## src/rtl/timebase_ctl.sv

```systemverilog
// Purpose: system timebase - refresh cadence from E, QoS hold channels gating MCKE, C8M health and startup sequencing.
// Latency: all outputs registered (QoSAct is combinational from the hold counters); RefReq/RefUrg/RefTick 1 cycle after EFall.
// Backpressure: none; free-running, inputs sampled every CLK.
//
// Ports: CLK/RST clock and sync reset; C8M/E async clocks (synchronised here);
//   nRESin/nIPL2/nAS/ASrf/BACT/QoSCS board and bus inputs;
//   RefReq/RefUrg/RefTick refresh timing; QoSAct/QoSEN/MCKE clock gating;
//   nRESout/AoutOE/nBR_IOB startup sequencing to the PDS.
module timebase_ctl #(
  parameter int REF_PERIOD = 11,
  parameter int REF_URG    = 9,
  parameter int QOS_CH     = 2,
  parameter int QOS_W      = 4,
  parameter int LT_W       = 12,
  parameter int HOLD_TICKS = 2
) (
  input  logic              CLK,
  input  logic              RST,
  input  logic              C8M,
  input  logic              E,
  input  logic              nRESin,
  input  logic              nIPL2,
  input  logic              nAS,
  input  logic              ASrf,
  input  logic              BACT,
  input  logic [QOS_CH-1:0] QoSCS,
  output logic              RefReq,
  output logic              RefUrg,
  output logic              RefTick,
  output logic [QOS_CH-1:0] QoSAct,
  output logic              QoSEN,
  output logic              MCKE,
  output logic              nRESout,
  output logic              AoutOE,
  output logic              nBR_IOB
);

  localparam int TW = $clog2(REF_PERIOD);

  typedef enum logic [1:0] {ST_HOLD = 2'd0, ST_ARB = 2'd1, ST_RUN = 2'd2} state_e;

  // Synchronisers: index 0 is the newest sample.
  logic [1:0] e_r_q;
  logic [3:0] c8m_r_q;
  logic       e_fall, c8m_fall;

  logic [TW-1:0]   timer_q, timer_d;
  logic            timer_wrap;
  logic            ref_req_q, ref_urg_q, ref_tick_q;

  logic [QOS_CH-1:0] tr_q, tr_d;
  logic [QOS_W-1:0]  qos_cnt_q [QOS_CH];
  logic [QOS_W-1:0]  qos_cnt_d [QOS_CH];
  logic              qos_en_q, mcke_q;

  logic [LT_W-1:0] lt_q;
  logic            ltick_q;
  logic            npor_q;

  state_e     state_q, state_d;
  logic [2:0] stage_q, stage_d;
  logic       aoe_q, aoe_d, nres_q, nres_d, nbr_q, nbr_d;

  assign e_fall   = e_r_q[1] & ~e_r_q[0];
  assign c8m_fall = c8m_r_q[1] & ~c8m_r_q[0];

  // Refresh timer and QoS next-state
  always_comb begin
    timer_wrap = (timer_q == TW'(REF_PERIOD - 1));
    timer_d    = timer_q;
    if (e_fall) timer_d = timer_wrap ? '0 : timer_q + TW'(1);

    tr_d    = QoSCS & {QOS_CH{BACT}};
    // Board reset keeps channel 0 holding the 68k clock gate open.
    tr_d[0] = tr_d[0] | ~nRESin;

    for (int i = 0; i < QOS_CH; i++) begin
      qos_cnt_d[i] = qos_cnt_q[i];
      // Reload has priority over a decrement on the same cycle.
      if (tr_q[i])
        qos_cnt_d[i] = '1;
      else if ((qos_cnt_q[i] != '0) && ref_tick_q)
        qos_cnt_d[i] = qos_cnt_q[i] - QOS_W'(1);
      QoSAct[i] = (qos_cnt_q[i] != '0);
    end
  end

  always_ff @(posedge CLK) begin
    if (RST) begin
      e_r_q      <= '0;
      c8m_r_q    <= '0;
      timer_q    <= '0;
      ref_req_q  <= 1'b0;
      ref_urg_q  <= 1'b0;
      ref_tick_q <= 1'b0;
      tr_q       <= '0;
      for (int i = 0; i < QOS_CH; i++) qos_cnt_q[i] <= '0;
      qos_en_q   <= 1'b0;
      mcke_q     <= 1'b1;
      lt_q       <= '0;
      ltick_q    <= 1'b0;
      npor_q     <= 1'b0;
    end else begin
      e_r_q   <= {e_r_q[0], E};
      c8m_r_q <= {c8m_r_q[2:0], C8M};
      timer_q <= timer_d;
      if (e_fall) begin
        ref_req_q <= (timer_d != '0);
        ref_urg_q <= (timer_d >= TW'(REF_URG));
      end
      ref_tick_q <= e_fall & timer_wrap;
      tr_q       <= tr_d;
      for (int i = 0; i < QOS_CH; i++) qos_cnt_q[i] <= qos_cnt_d[i];
      // QoSEN only follows the channels between bus cycles.
      if (!BACT) qos_en_q <= |QoSAct;
      mcke_q <= ~nAS | ASrf | ~qos_en_q | c8m_fall;
      if (ref_tick_q) lt_q <= lt_q + LT_W'(1);
      ltick_q <= ref_tick_q & (&lt_q);
      // A C8M stuck for four samples drops power-on-good; a rising edge restores it.
      if ((c8m_r_q == 4'b0000) || (c8m_r_q == 4'b1111))
        npor_q <= 1'b0;
      else if (c8m_r_q[1:0] == 2'b01)
        npor_q <= 1'b1;
    end
  end

  // Startup FSM: state register
  always_ff @(posedge CLK) begin
    if (RST) begin
      state_q <= ST_HOLD;
      stage_q <= '0;
      aoe_q   <= 1'b0;
      nres_q  <= 1'b0;
      nbr_q   <= 1'b0;
    end else begin
      state_q <= state_d;
      stage_q <= stage_d;
      aoe_q   <= aoe_d;
      nres_q  <= nres_d;
      nbr_q   <= nbr_d;
    end
  end

  // Startup FSM: next state
  always_comb begin
    state_d = state_q;
    stage_d = stage_q;
    if (!npor_q) begin
      state_d = ST_HOLD;
      stage_d = '0;
    end else begin
      case (state_q)
        ST_HOLD: if (ltick_q) begin
          if (stage_q == 3'(HOLD_TICKS - 1)) begin
            state_d = ST_ARB;
            stage_d = '0;
          end else begin
            stage_d = stage_q + 3'd1;
          end
        end
        ST_ARB:  if (ltick_q && nIPL2) state_d = ST_RUN;
        ST_RUN:  state_d = ST_RUN;
        default: state_d = ST_HOLD;
      endcase
    end
  end

  // Startup FSM: outputs, from the current state so RUN rules start the cycle after entry
  always_comb begin
    aoe_d  = 1'b0;
    nres_d = 1'b0;
    nbr_d  = 1'b0;
    if (npor_q) begin
      case (state_q)
        ST_ARB: nbr_d = nbr_q | ~nIPL2;
        ST_RUN: begin
          aoe_d  = ~nbr_q;
          nres_d = nres_q | ltick_q;
          nbr_d  = nbr_q;
        end
        default: ;
      endcase
    end
  end

  assign RefReq  = ref_req_q;
  assign RefUrg  = ref_urg_q;
  assign RefTick = ref_tick_q;
  assign QoSEN   = qos_en_q;
  assign MCKE    = mcke_q;
  assign nRESout = nres_q;
  assign AoutOE  = aoe_q;
  assign nBR_IOB = nbr_q;

endmodule

```

## config.mk

```make
export PLATFORM = sky130hd
export DESIGN_NAME = timebase_ctl
export DESIGN_NICKNAME = d
export VERILOG_FILES = /design/src/rtl/timebase_ctl.sv
export SDC_FILE = /design/constraint.sdc
export NUM_CORES = 1
export LEC_CHECK = 0
export CAP_MARGIN = 20
export CORE_AREA = 2 2 61 63
export CTS_BUF_LIST = sky130_fd_sc_hd__clkbuf_16
export CTS_CLUSTER_SIZE = 20
export DETAILED_ROUTE_END_ITERATION = 7
export DIE_AREA = 0 0 63 65
export PLACE_DENSITY = 0.88
export SYNTH_ARGS = -nofsm -noshare
export SYNTH_HDL_FRONTEND = slang
export SYNTH_SLANG_ARGS = --single-unit
```

## constraint.sdc

```tcl
create_clock -name CLK -period 2.7 [get_ports CLK]
set_input_delay 0.405 -clock CLK [delete_from_list [all_inputs] [get_ports CLK]]
set_output_delay 0.405 -clock CLK [all_outputs]
set_load 0.005 [all_outputs]
```

Word-level counts from Yosys, hierarchy flattened
Memory sizes are Yosys's and may differ from the RTL's.
Index checks and enable logic that the tools add are counted.
W data, S select, Z words.

cells by class
  $add $sub $neg = 5
  order comparisons = 1
  equality and inequality tests = 9
  muxes and demuxes = 17
  bitwise gates (word level) = 22
  reduce and logical (&&, ||, !) cells = 16

operators with widths
  cell                     number
  $mux W4                  8
  $add A12 B1 Y12 const B  1
  $reduce_and A12 Y1       1
  $reduce_bool A4 Y1       3
  $not A1 Y1               9
  $eq A4 B4 Y1 const B     2
  $or A1 B1 Y1             8
  $sub A4 B1 Y4 const B    2
  $mux W2                  3
  $ne A2 B2 Y1 const B     3
  $pmux W2 S3              1
  $reduce_or A2 Y1         3
  $add A4 B1 Y4 const B    1
  $and A1 B1 Y1            4
  $eq A2 B1 Y1 const B     2
  $ge A4 B4 Y1 const B     1
  $logic_not A4 Y1         1
  $add A3 B1 Y3 const B    1
  $eq A3 B1 Y1 const B     1
  $logic_and A1 B1 Y1      3
  $mux W1                  3
  $mux W3                  1
  $reduce_and A3 Y1        1
  $reduce_or A3 Y1         1
  other kinds (6)          6

storage, ports and cells
  register bits after elaboration = 39
  memory bits (writable) = 8
  output and inout bits = 10
  memories kept = 1

memory list
  memory     depth  width  rd ports  clocked after memory_dff  wr ports  line  text
  qos_cnt_q  2      4      2         0                         2         52    logic [QOS_W-1:0] qos_cnt_q [QOS_CH];

Longest topological paths before layout
  word-level depth = 5
  mapped depth = 7
  gate-level depth less buffers = 7

Worst setup path before layout
OpenSTA, ideal clock, no wires.

  kind = register -> register
  start = memory qos_cnt_q[0][0]
  end = memory qos_cnt_q[0][1]
  data arrival time = 1,292 ps
  required time = 2,609 ps
  slack = 1,317 ps
  stages on the path, launching flop included = 8
  buffers on the path = 0
  cells stage by stage = dfxtp_1 -> inv_1 -> ha_1 -> nor3b_1 -> inv_1 -> nand2_1 -> nor3b_1 -> a311oi_1

RTL lines
  item                line
  start: declaration  52

==> flow_metrics.tcl <==
set metrics [dict create \
    outcome "finished, final reports clean" \
    critPathLaunchType "flip-flop" \
    critPathMaxFanout 3 \
    die-height_um 65 \
    wl_per_cell_um 12.3 \
    switchingPower_w 0.000299 \
    vias 1518 \
    max_freq_mhz 454 \
    finalHoldViolCount 0 \
    netlist.area_leader.share_pct 48.0 \
    clockRootBuffer "clkbuf_16" \
    start_util_pct 56.0 \
    cp_num_buf_inv 3 \
    max_stage_delay_ns 0.46 \
    antenna_cells 0 \
    drv_slew 0 \
    worstPathRequired_ns 2.30 \
    drc 0 \
    synthArstFlopShare_pct 0 \
    gp_congestion 0.784 \
    cts_buffers 5 \
    synth_cell_type_count 35 \
    grt_pass1_wl_um 6310 \
    fillers 270 \
    synth_edf_count 0 \
    ios 21 \
    layout-drive-gt1-share_pct 3.78 \
    worstMarginPinSlew_ns 0.475 \
    numPortBuffers 20 \
    cts_sinks 47 \
    hpwl_um 2350 \
    synth_flop_cell "dfxtp_1" \
    final_core_util_pct 66.9 \
    post_dp_cell_area_sq_mm 0.00220 \
    yosysTopAreaCell "dfxtp_1" \
    arrival_ns 1.80 \
    ys_seq_area_share_pct 48.0 \
    avgSynthCellArea_sq_um 9.07 \
    grt.total_usage_pct 19.4 \
    drt-initial-drc-count 59 \
    grt_max_degree 29 \
    rsz0062_at_grt "false" \
    pwr-share-clk_pct 41.9 \
    crit_path_end_kind "primary output" \
    synth_area_sq_mm 0.00196 \
    ys_warn_count 0 \
    synthesis.nets 236 \
    skew_ns 0.00651 \
    cts_tree "built" \
    fin_area_sq_mm 0.00234 \
    pwr-share-seq_pct 52.0 \
    synth-seq-cells 47 \
    power.leakage_nw 0.839 \
    fp.coreArea_sq_mm 0.00350 \
    crit_slowest_cell "clkdlybuf4s50_1" \
    die_area_sq_mm 0.00410 \
    critPathTopFamily "buffers and inverters" \
    total_power_w 0.00139 \
    final.setup.tns_ns 0 \
    fin_crit_ns 2.20 \
    insertion_delay_ns 0.28 \
    slew_headroom_pct 68.3 \
    clk_path_buf_depth 2 \
    drt.antenna.violating_nets 0 \
    first_global_vias 1488 \
    path_cells "inv_1, ha_1, nor3b_1, inv_1, clkdlybuf4s50_1" \
    grt-ovfl-total 0 \
    viasPerCell 5.31 \
    hold_class "flip-flop to flip-flop" \
    yosysMostFrequentCell "dfxtp_1" \
    setup_viol 0 \
    post_cts_buffers 0 \
    internal_power_w 0.00109 \
    cap_violations 0 \
    row_count 22 \
    ir_worst_vdd_mv 0.489 \
    crit_path_frequent_cell "inv_1" \
    min_period_over_period_pct 81.6 \
    cts_resized 0 \
    wirelength_um 3520 \
    dpl_worst_slack_ns 0.805 \
    synthTopCellsByCount "dfxtp_1, nor2_1, a21oi_1, nand2_1, inv_1" \
    synthTopCellsByArea "dfxtp_1, ha_1, nor2_1" \
    fin_ws_ns 0.497 \
    cts.htree.levels 2 \
    antenna_found_initial 0 \
    criticalPathCategory "flip-flop to primary output" \
    clk_pin_slew_ns 0.06 \
    netSwitchingFraction_pct 21.5 \
    synthCells 216 \
    comb_power_share_pct 6.1 \
    syn_to_final_growth_pct 19.3 \
    firstDrtPassIters 4 \
    final_nets 257 \
    hold_buffers 0 \
    die_w_um 63 \
    power_density_mw_per_mm2 595 \
]
## placed cells by master, fill, tap and decap left out, types with 3 or more instances in the layout
cell,n
nand3_1,7
clkdlybuf4s50_1,20
nand4_1,5
nor3_1,6
nor3b_1,6
a211oi_1,3
nand2_1,17
ha_1,9
o21ai_0,5
nor2b_1,9
xnor2_1,6
a21oi_1,17
dfxtp_1,47
inv_1,12
xor2_1,9
nor2_1,26
clkbuf_16,5
## cells by family after synthesis
logic type,after synthesis,share of synthesized area (%)
compound gates,34,10.7
xor+xnor,15,6.71
fa+ha+maj,9,5.75
buf+inv,18,3.64
flops,47,48.0
mux,1,0.511
simple gates,92,24.7
## sequential cells by signal, indices dropped and copies added (netlist names)
name and cells:
lt_q 12, qos_cnt_q 8, c8m_r_q 4, timer_q 4
stage_q 3, e_r_q 2, state_q 2, tr_q 2
AoutOE 1, MCKE 1, QoSEN 1, RefReq 1
RefTick 1, RefUrg 1, ltick_q 1, nBR_IOB 1
nRESout 1, npor_q 1
## worst register-to-register path, stage by stage, from the launching register on
cell and delay (ns):
dfxtp_1 0.61, nand4_1 0.37, or3_1 0.45, a21oi_1 0.14
## routing by layer
metal / vias to the layer above / track usage [%] / wire length, um
li1: 786 / - / -
met4: 0 / 6.94 / 45
met1: 697 / 23.2 / 1660
met2: 29 / 32.7 / 1680
met3: 6 / 6.42 / 142
met5: - / 0 / 0
## worst paths after layout
check                                startpoint   endpoint  slack (ns)  cells past startpoint
worst min-delay path                    nBR_IOB     AoutOE        0.44                      1
worst max-delay path            qos_cnt_q[0][0]  QoSAct[0]        0.50                      5
worst max register to register          RefTick    lt_q[8]        1.06                      3
worst min register to register          nBR_IOB     AoutOE        0.44                      1
## power groups by stage
| stage | Sequential, W | Clock, W | Combinational, W |
|---|---|---|---|
| 3_3_place_gp | 0.000738 | 0 | 0.0000806 |
| 5_1_grt | 0.000726 | 0.000621 | 0.0000952 |
| 2_1_floorplan | 0.000734 | 0 | 0.0000475 |
| 3_5_place_dp | 0.000739 | 0 | 0.0000840 |
| 6_report | 0.000724 | 0.000583 | 0.0000848 |
| 4_1_cts | 0.000724 | 0.000593 | 0.0000850 |
## per-stage QoR
step / hold slack (ns) / std cells
finish: 0.444 / 286
global route: 0.465 / 286
CTS: 0.453 / 286
detailed placement: 0.439 / 278
global placement: 0.431 / 278
floorplan: 0.406 / 216
## area by class of cell
cell class | count | area (sq um) | share of cell area [%]
multi-input cells | 151 | 947 | 40.5
flip-flops and latches | 47 | 941 | 40.2
repair buffers | 21 | 208 | 8.88
clock buffers | 5 | 125 | 5.35
well taps | 48 | 60.1 | 2.57
inverters | 11 | 41.3 | 1.77
clock inverters | 3 | 16.3 | 0.696
(Power assumes the default switching activity.)
